===== src/rtl/atm_session_ctrl.sv =====
// ATM session controller: per-account balance/PIN/lock tables, PIN authentication
// with retry lockout, multi-operation sessions with a withdrawal cap and idle timeout.
module atm_session_ctrl #(
    parameter int NUM_ACCOUNTS = 10,
    parameter int ACC_W        = 4,
    parameter int BAL_W        = 32,
    parameter int PIN_W        = 16,
    parameter int MAX_TRIES    = 3,
    parameter int WD_LIMIT     = 5000,
    parameter int TIMEOUT_CYC  = 1000,
    parameter int BAL_STEP     = 1000,
    parameter int PIN_BASE     = 32'h1000
) (
    input  logic             clk,
    input  logic             rst,
    input  logic             start,
    input  logic [ACC_W-1:0] acc_num,
    input  logic [PIN_W-1:0] pin,
    input  logic             op_valid,
    input  logic [2:0]       operation,
    input  logic [BAL_W-1:0] amount,
    input  logic [PIN_W-1:0] new_pin,
    output logic             done,
    output logic             success,
    output logic [2:0]       err_code,
    output logic [BAL_W-1:0] balance,
    output logic [2:0]       state
);

    localparam logic [2:0] S_IDLE = 3'd0;
    localparam logic [2:0] S_AUTH = 3'd1;
    localparam logic [2:0] S_MENU = 3'd2;
    localparam logic [2:0] S_EXEC = 3'd3;

    localparam logic [2:0] OP_BAL  = 3'd0;
    localparam logic [2:0] OP_WD   = 3'd1;
    localparam logic [2:0] OP_DEP  = 3'd2;
    localparam logic [2:0] OP_PIN  = 3'd3;
    localparam logic [2:0] OP_EXIT = 3'd4;

    localparam logic [2:0] ERR_OK      = 3'd0;
    localparam logic [2:0] ERR_NOACC   = 3'd1;
    localparam logic [2:0] ERR_BADPIN  = 3'd2;
    localparam logic [2:0] ERR_LOCKED  = 3'd3;
    localparam logic [2:0] ERR_FUNDS   = 3'd4;
    localparam logic [2:0] ERR_LIMIT   = 3'd5;
    localparam logic [2:0] ERR_INVALID = 3'd6;
    localparam logic [2:0] ERR_TIMEOUT = 3'd7;

    localparam int FC_W  = $clog2(MAX_TRIES + 1);
    localparam int TMO_W = $clog2(TIMEOUT_CYC);

    localparam logic [ACC_W:0]   ACC_LIM    = (ACC_W + 1)'(NUM_ACCOUNTS);
    localparam logic [BAL_W:0]   WD_LIM_X   = (BAL_W + 1)'(WD_LIMIT);
    localparam logic [FC_W-1:0]  TRIES_LIM  = FC_W'(MAX_TRIES);
    localparam logic [TMO_W-1:0] TMO_LAST   = TMO_W'(TIMEOUT_CYC - 1);

    logic [BAL_W-1:0] bal_r  [NUM_ACCOUNTS];
    logic [PIN_W-1:0] pin_r  [NUM_ACCOUNTS];
    logic [FC_W-1:0]  fail_r [NUM_ACCOUNTS];
    logic             lock_r [NUM_ACCOUNTS];

    logic [2:0]       state_r;
    logic             done_r;
    logic             success_r;
    logic [2:0]       err_r;
    logic [BAL_W-1:0] balance_r;

    logic [ACC_W-1:0] acc_r;
    logic [PIN_W-1:0] pin_in_r;
    logic [ACC_W-1:0] sess_r;
    logic [BAL_W-1:0] total_r;
    logic [TMO_W-1:0] tmo_r;
    logic [2:0]       op_r;
    logic [BAL_W-1:0] amt_r;
    logic [PIN_W-1:0] new_pin_r;

    logic             acc_ok_s;
    logic [ACC_W-1:0] idx_s;
    logic [FC_W-1:0]  fail_inc_s;
    logic [2:0]       auth_err_s;
    logic [BAL_W-1:0] cur_bal_s;
    logic [BAL_W:0]   sum_s;
    logic [BAL_W:0]   lim_s;
    logic [2:0]       exec_err_s;
    logic [BAL_W-1:0] new_bal_s;
    logic [BAL_W-1:0] new_total_s;

    assign done     = done_r;
    assign success  = success_r;
    assign err_code = err_r;
    assign balance  = balance_r;
    assign state    = state_r;

    // Authentication verdict for the latched card; out-of-range accounts are steered to index 0
    always_comb begin
        acc_ok_s   = ({1'b0, acc_r} < ACC_LIM);
        idx_s      = acc_ok_s ? acc_r : {ACC_W{1'b0}};
        fail_inc_s = fail_r[idx_s] + FC_W'(1);
        if (!acc_ok_s) begin
            auth_err_s = ERR_NOACC;
        end else if (lock_r[idx_s]) begin
            auth_err_s = ERR_LOCKED;
        end else if (pin_r[idx_s] != pin_in_r) begin
            auth_err_s = ERR_BADPIN;
        end else begin
            auth_err_s = ERR_OK;
        end
    end

    // Operation result for the latched request; sums carry one extra bit so nothing wraps
    always_comb begin
        cur_bal_s   = bal_r[sess_r];
        sum_s       = {1'b0, cur_bal_s} + {1'b0, amt_r};
        lim_s       = {1'b0, total_r} + {1'b0, amt_r};
        exec_err_s  = ERR_OK;
        new_bal_s   = cur_bal_s;
        new_total_s = total_r;
        case (op_r)
            OP_BAL, OP_PIN, OP_EXIT: begin
                exec_err_s = ERR_OK;
            end
            OP_WD: begin
                if (amt_r > cur_bal_s) begin
                    exec_err_s = ERR_FUNDS;
                end else if (lim_s > WD_LIM_X) begin
                    exec_err_s = ERR_LIMIT;
                end else begin
                    new_bal_s   = cur_bal_s - amt_r;
                    new_total_s = lim_s[BAL_W-1:0];
                end
            end
            OP_DEP: begin
                if (sum_s[BAL_W]) begin
                    exec_err_s = ERR_INVALID;
                end else begin
                    new_bal_s = sum_s[BAL_W-1:0];
                end
            end
            default: begin
                exec_err_s = ERR_INVALID;
            end
        endcase
    end

    // Session FSM, account tables and registered outputs
    always_ff @(posedge clk or negedge rst) begin
        if (!rst) begin
            for (int i = 0; i < NUM_ACCOUNTS; i++) begin
                bal_r[i]  <= BAL_W'(BAL_STEP * (i + 1));
                pin_r[i]  <= PIN_W'(PIN_BASE + i);
                fail_r[i] <= {FC_W{1'b0}};
                lock_r[i] <= 1'b0;
            end
            state_r   <= S_IDLE;
            done_r    <= 1'b0;
            success_r <= 1'b0;
            err_r     <= ERR_OK;
            balance_r <= {BAL_W{1'b0}};
            acc_r     <= {ACC_W{1'b0}};
            pin_in_r  <= {PIN_W{1'b0}};
            sess_r    <= {ACC_W{1'b0}};
            total_r   <= {BAL_W{1'b0}};
            tmo_r     <= {TMO_W{1'b0}};
            op_r      <= 3'd0;
            amt_r     <= {BAL_W{1'b0}};
            new_pin_r <= {PIN_W{1'b0}};
        end else begin
            done_r <= 1'b0;
            case (state_r)
                S_IDLE: begin
                    if (start) begin
                        acc_r    <= acc_num;
                        pin_in_r <= pin;
                        state_r  <= S_AUTH;
                    end
                end
                S_AUTH: begin
                    done_r    <= 1'b1;
                    err_r     <= auth_err_s;
                    success_r <= (auth_err_s == ERR_OK);
                    if (auth_err_s == ERR_OK) begin
                        state_r       <= S_MENU;
                        sess_r        <= idx_s;
                        fail_r[idx_s] <= {FC_W{1'b0}};
                        total_r       <= {BAL_W{1'b0}};
                        balance_r     <= bal_r[idx_s];
                        tmo_r         <= {TMO_W{1'b0}};
                    end else begin
                        state_r <= S_IDLE;
                        if (auth_err_s == ERR_BADPIN) begin
                            fail_r[idx_s] <= fail_inc_s;
                            if (fail_inc_s >= TRIES_LIM) begin
                                lock_r[idx_s] <= 1'b1;
                            end
                        end
                    end
                end
                S_MENU: begin
                    // A request in the last idle cycle takes priority over the timeout
                    if (op_valid) begin
                        op_r      <= operation;
                        amt_r     <= amount;
                        new_pin_r <= new_pin;
                        tmo_r     <= {TMO_W{1'b0}};
                        state_r   <= S_EXEC;
                    end else if (tmo_r == TMO_LAST) begin
                        done_r    <= 1'b1;
                        success_r <= 1'b0;
                        err_r     <= ERR_TIMEOUT;
                        balance_r <= {BAL_W{1'b0}};
                        state_r   <= S_IDLE;
                    end else begin
                        tmo_r <= tmo_r + TMO_W'(1);
                    end
                end
                S_EXEC: begin
                    done_r         <= 1'b1;
                    err_r          <= exec_err_s;
                    success_r      <= (exec_err_s == ERR_OK);
                    bal_r[sess_r]  <= new_bal_s;
                    total_r        <= new_total_s;
                    tmo_r          <= {TMO_W{1'b0}};
                    if (op_r == OP_PIN) begin
                        pin_r[sess_r] <= new_pin_r;
                    end
                    if (op_r == OP_EXIT) begin
                        balance_r <= {BAL_W{1'b0}};
                        state_r   <= S_IDLE;
                    end else begin
                        balance_r <= new_bal_s;
                        state_r   <= S_MENU;
                    end
                end
                default: begin
                    state_r <= S_IDLE;
                end
            endcase
        end
    end

endmodule


===== config.mk =====
export PLATFORM = sky130hd
export DESIGN_NAME = atm_session_ctrl
export DESIGN_NICKNAME = d
export VERILOG_FILES = /design/src/rtl/atm_session_ctrl.sv
export SDC_FILE = /design/constraint.sdc
export NUM_CORES = 2
export LEC_CHECK = 0
export ABC_AREA = 0
export CELL_PAD_IN_SITES_DETAIL_PLACEMENT = 1
export CELL_PAD_IN_SITES_GLOBAL_PLACEMENT = 2
export CORE_MARGIN = 2
export CORE_UTILIZATION = 41
export CTS_BUF_LIST = sky130_fd_sc_hd__clkbuf_8 sky130_fd_sc_hd__clkbuf_16
export CTS_CLUSTER_SIZE = 20
export DETAILED_ROUTE_END_ITERATION = 10
export GPL_TIMING_DRIVEN = 0
export PLACE_DENSITY_LB_ADDON = 0.1
export SYNTH_ARGS = -nofsm -noshare
export SYNTH_HDL_FRONTEND = slang
export SYNTH_SLANG_ARGS = --single-unit

===== constraint.sdc =====
create_clock -name clk -period 7.2 [get_ports clk]
set_clock_uncertainty 0.1 [all_clocks]
set_input_delay 1.08 -clock clk [delete_from_list [all_inputs] [get_ports clk]]
set_output_delay 1.08 -clock clk [all_outputs]
set_load 0.05 [all_outputs]

Word-level counts from Yosys, hierarchy flattened
Cells that the tools add are included.
Storage, ports and cells
  logic and storage cells: 182
  output and inout port bits: 40
  register bits: 667
  input port bits: 75
Cells by class
  bitwise gates (word level): 6
  add/sub/neg operators: 5
  mux-type cells: 69
  $lt $le $gt $ge: 8
  equal/unequal tests: 19
  reductions and logical operators: 22
Operators with widths (number)
  $mux W32: 16
  $bwmux W320: 1
  $bmux W32 S4: 2
  $bwmux W160: 1
  $demux W32 S4: 1
  $pmux W32 S2: 2
  $pmux W32 S3: 1
  $add A32 B32 Y33: 2
  $bmux W16 S4: 1
  $demux W16 S4: 1
  $mux W16: 3
  $mux W20: 2
  $gt A33 B13 Y1 const B: 1
  $gt A32 B32 Y1: 1
  $sub A32 B32 Y32: 1
  $mux W10: 3
  $pmux W10 S3: 1
  $mux W3: 9
  $and A20 B20 Y20: 1
  $bwmux W20: 1
  $not A20 Y20: 1
  $pmux W3 S3: 2
  $ne A16 B16 Y1: 1
  $eq A3 B2 Y1 const B: 5
  35 further kinds: 69

Depth between registers and ports, before layout
  depth after elaboration: 13
  depth in mapped cells: 25
  depth with buffers taken out: 18

Least setup slack after synthesis
No wires, ideal clock.
  kind: flip-flop to flip-flop
  start: register sess_r[0]
  end: register total_r[12]
  clock period less this slack: 6.238 ns
  arrival time: 6.020 ns
  path slack: 0.962 ns
  cell stages (with the launch flop): 25
  required time: 6.982 ns
  library setup time: 0.118 ns
  path buffers: 9
  path through: dfrtp_1 clkbuf_1 buf_1 buf_2 buf_1 mux4_2 mux2i_1 o21ai_0 ha_1 clkbuf_1 and2_1 a221o_1 a221oi_1 nand2_1 a31oi_1 o21a_1 o21ai_0 and4_1 buf_2 buf_4 buf_4 a21boi_1 buf_2 nor3_1 a21o_1
Between the ends
  cells in the longest elaborated chain, start to end: 7
Ends and longest elaborated chain
  start, declared: RTL line 71  | logic [ACC_W-1:0] sess_r;
  start signal, assigned: RTL line 162  | sess_r <= {ACC_W{1'b0}};
  start signal, assigned: RTL line 184  | sess_r <= idx_s;
  $not A4 Y5 (not written as such): RTL line 113  | cur_bal_s = bal_r[sess_r];
  $bmux W32 S4: RTL line 113
  $mux W32 (not written as such) (2 in series): RTL line 113
  $gt A32 B32 Y1: RTL line 124  | if (amt_r > cur_bal_s) begin
  $ne A2 B2 Y1 (no source line)
  $reduce_and A5 Y1 (no source line)
  end signal, assigned: RTL line 163  | total_r <= {BAL_W{1'b0}};
  end signal, assigned: RTL line 186  | total_r <= {BAL_W{1'b0}};
  end signal, assigned: RTL line 222  | total_r <= new_total_s;
  end, declared: RTL line 72  | logic [BAL_W-1:0] total_r;
Every way passes these cells. The select of a mux whose other input is x is not followed.
A chain may end at the register's enable or synchronous reset.

Final worst setup path
  start: register sess_r[1]
  end: register bal_r[198] (netlist name)
Between the ends
  cells in the longest elaborated chain, start to end: 9
  elaborated cells between the ends (all ways): 17
  classes of those cells: add/sub (2); order compare (3); mux (10); bitwise (1); reduce/logical (1)
Ends and longest elaborated chain
  $not A4 Y5 (not written as such) (*): RTL line 113, 221
  $bmux W32 S4: RTL line 113
  $mux W32 (not written as such) (2 in series): RTL line 113
  $sub A32 B32 Y32: RTL line 129  | new_bal_s = cur_bal_s - amt_r;
  $mux W32: RTL line 126  | end else if (lim_s > WD_LIM_X) begin
  $mux W32: RTL line 124
  $pmux W32 S2: RTL line 119  | case (op_r)
  $bwmux W320 (*): RTL line 221  | bal_r[sess_r] <= new_bal_s;
  end signal, assigned by index: RTL line 150  | bal_r[i] <= BAL_W'(BAL_STEP * (i + 1));
  end signal, assigned by index: RTL line 221
  end, declared: RTL line 58  | logic [BAL_W-1:0] bal_r [NUM_ACCOUNTS];
Every way passes the cells marked *; elsewhere a longest branch is shown, timed or not. The select of a mux whose other input is x is not followed.

==> reports/results.tsv <==
metric	value	unit
Leakage Power	0.0187	uW
cell count after synthesis	3740	
share of cells above drive strength 1	0.209	
share of the synthesized area in the top cell type	0.385	
Synth area leaders	dfrtp_1, mux2_2, dfstp_2	
Setup TNS	0	ns
I/O pin cnt	115	
RSZ-0062 raised after global routing	no	
YS warnings	0	
dominant cell type by area after synthesis	dfrtp_1	
width of the die	307	um
CTS Buf Count	81	
clk buf depth	3	
routability cong.	0.906	
Setup Viol. Count Final	0	
Arrival @ worst endpoint	7.49	ns
r2r worst-path depth	23	
Max Cap Violations	0	
Async SR Flop Fraction	1.00	
CTS tree	done	
worst rel slew slack	0.131	
Vias per Instance	6.27	
status	finished clean	
VDD IR max	0.000273	V
Die Height	307	um
Initial Utilization	0.413	
busiest layer in global routing	met2	
Yosys cell types	93	
DPL Wire Length	113000	um
largest net degree at the start of global routing	110	
# fillers	10100	
sequential cell area	16800	um^2
post-route ant nets	0	
critical path startpoint category	flop	
hold crit path type	input port to async pin	
Tot GR Track Use	0.327	
Port Buffer Count	113	
Post-route DRC	0	
Crit path required time	7.59	ns
Multi-input gate area	19500	um^2
met1 Track Usage GR	0.438	
clk root buf	clkbuf_16	
Final nets	4126	
met2 usage	0.533	
Syn Nets	3916	
initial antenna violation count	2	
crit-path max FO	10	
first-pass detailed-route iteration total	6	
first-pass GRT wire length	229000	um
worst setup path class	flop to flop	
grt ovf	0	
CTS H-Tree Depth	3	
final core occ	0.478	
wire per inst	29.9	um
# hold bufs at CTS	0	
pin slew with the least headroom to its limit	1.30	ns
Top FF cell, synth	dfrtp_1	
final hold violation count	0	
Post-Place Setup Slack	-3.63	ns
clock sink count	666	
vias post-DR	32600	
# rows	111	
top cells by count, synth	dfrtp_1, nand2_1, o21ai_0	
GRT met3 Usage	0.0502	
power density of the placed cells	415	nW/um^2
Worst-Skew Late Latency	0.66	ns
Die ar.	94500	um^2
final critical-path required period	7.09	ns
PnR worst setup slack	0.106	ns
drt total wl	155000	um
DR iter-0 viols	2989	
sequential fraction of the synthesis area	0.444	
area delta synth->final	15.7	%
core area	91400	um^2
count leader, synth	dfrtp_1	
Slew Limit Fails	0	
Achievable Freq	141	MHz
number of flops mapped to enable cells by yosys	0	
Crit. End Element	flop	
Post-Syn Area per Cell	10.1	um^2
via count of the first global-routing pass	33600	
crit share post-route	0.985	
Cell Area, Placed	40600	um^2
Seq cells post-synth	666	
mapped cell area	37700	um^2
clock slew at reported path FFs	0.06	ns
post-route cell area	43600	um^2
-- sequential cells by signal, indices dropped and copies added (netlist names), 10 cells and up --
name	flops
balance	32
bal_r	320
tmo_r	10
total_r	32
amt_r	32
pin_in_r	16
fail_r	20
pin_r	160
lock_r	10
new_pin_r	16
-- cells by family (layout without fill, tap and decap cells) --
kind of cell / Yosys count / count (layout) / share of synthesized area
adders and majority gates: 101 / 101 / 0.0341
buffers and inverters: 403 / 674 / 0.0445
other: 1 / 2 / 0.0000994
and+or+nand+nor: 885 / 885 / 0.107
DFF: 666 / 666 / 0.444
AOI/OAI and AO/OA: 1164 / 1164 / 0.200
muxes: 485 / 485 / 0.162
xor gates and xnor gates: 35 / 35 / 0.00812
-- final timing paths --
kind | start | to | slack, ns
max | sess_r[1] | bal_r[198] | 0.11
min in group clk | lock_r[4] | lock_r[4] | 0.35
min | rst | total_r[31] | 0.11
max reg2reg | sess_r[1] | bal_r[198] | 0.11
min reg2reg | lock_r[4] | lock_r[4] | 0.35
max in group asynchronous | rst | pin_r[52] | 4.25
-- worst max-delay path, cell delays in order (launching register included) --
cell	delay [ns]
dfrtp_2	0.46
buf_4	0.27
clkbuf_4	0.33
buf_4	0.31
clkbuf_8	0.28
mux4_2	0.34
mux2i_1	0.35
o21ai_1	0.26
ha_2	0.52
nand4_1	0.29
a211oi_2	0.36
o211ai_1	0.19
nand2_1	0.23
a31oi_4	0.16
o21a_1	0.28
o21ai_1	0.28
and4_1	0.22
buf_2	0.21
buf_4	0.26
nor2_4	0.08
buf_2	0.26
a22oi_2	0.40
buf_2	0.31
o21ai_0	0.12
-- area by class of cell --
class                           count  area share
Sequential cell                   666       0.384
Timing Repair Buffer              135      0.0340
Antenna cell                        1   0.0000573
Clock inverter                     40     0.00542
Buffer                            314      0.0341
Multi-Input combinational cell   2671       0.447
Clock buffer                      104      0.0542
Tap cell                         1186      0.0340
Inverter                           81     0.00697
-- layer usage --
metal | part of all wire | vias up
li1 | - | 14200
met1 | 0.43 | 17000
met2 | 0.47 | 1145
met3 | 0.061 | 274
met4 | 0.042 | 0
met5 | 0 | -
-- layout by cell type, fill, tap and decap left out, types with 15 or more instances in the layout --
| cell type | netlist | final |
|---|---|---|
| a21oi_1 | 172 | 170 |
| clkdlybuf4s50_1 | 0 | 112 |
| clkbuf_1 | 236 | 199 |
| nor2_1 | 148 | 147 |
| nor2b_1 | 22 | 22 |
| buf_2 | 40 | 39 |
| nand4_1 | 24 | 24 |
| nand3_1 | 27 | 27 |
| a211oi_1 | 25 | 23 |
| mux2i_1 | 70 | 68 |
| xnor2_1 | 23 | 23 |
| o211ai_1 | 21 | 21 |
| a221o_1 | 25 | 25 |
| dfrtp_1 | 581 | 579 |
| mux4_2 | 65 | 65 |
| nand2_1 | 445 | 445 |
| inv_1 | 80 | 105 |
| clkbuf_16 | 0 | 83 |
| buf_4 | 10 | 30 |
| o21ai_1 | 18 | 31 |
| buf_6 | 10 | 15 |
| o21ai_0 | 437 | 421 |
| o22ai_1 | 70 | 70 |
| mux2_2 | 349 | 349 |
| dfstp_2 | 85 | 85 |
| a22o_1 | 37 | 37 |
| clkbuf_2 | 2 | 20 |
| and3_1 | 22 | 22 |
| or2_2 | 30 | 30 |
| o21a_1 | 43 | 43 |
| clkbuf_8 | 0 | 22 |
| nor3_1 | 66 | 63 |
| ha_1 | 98 | 94 |
| a21o_1 | 30 | 30 |
| o21bai_1 | 18 | 18 |
| o221ai_1 | 28 | 28 |
| and2_1 | 31 | 31 |
| a222oi_1 | 64 | 64 |
| a22oi_1 | 53 | 45 |
-- power breakdown --
group          leakage (uW)  switching, uW  internal [uW]  total (uW)
sequential          0.00873            540           4250        4790
clock               0.00138           1710           2340        4050
combinational       0.00856           6390           2890        9280
total                0.0187           8640           9470       18100
-- what timing repair did --
action / 4_1_cts / 5_1_grt
pin swaps: 8 / 3
buffers inserted: 11 / 3
endpoints found under the setup margin: 397 / 366
resized for setup: 126 / 45
-- per-stage QoR --
step | cells | total power, uW | hold slack (ns)
2_1_floorplan | 3740 | 10000 | 0.323
3_3_place_gp | 5039 | 13600 | 0.337
3_5_place_dp | 5047 | 13700 | 0.342
4_1_cts | 5199 | 17900 | 0.0768
5_1_grt | 5197 | 18900 | 0.0989
6_report | 5198 | 18100 | 0.114
(Power assumes the default switching activity.)
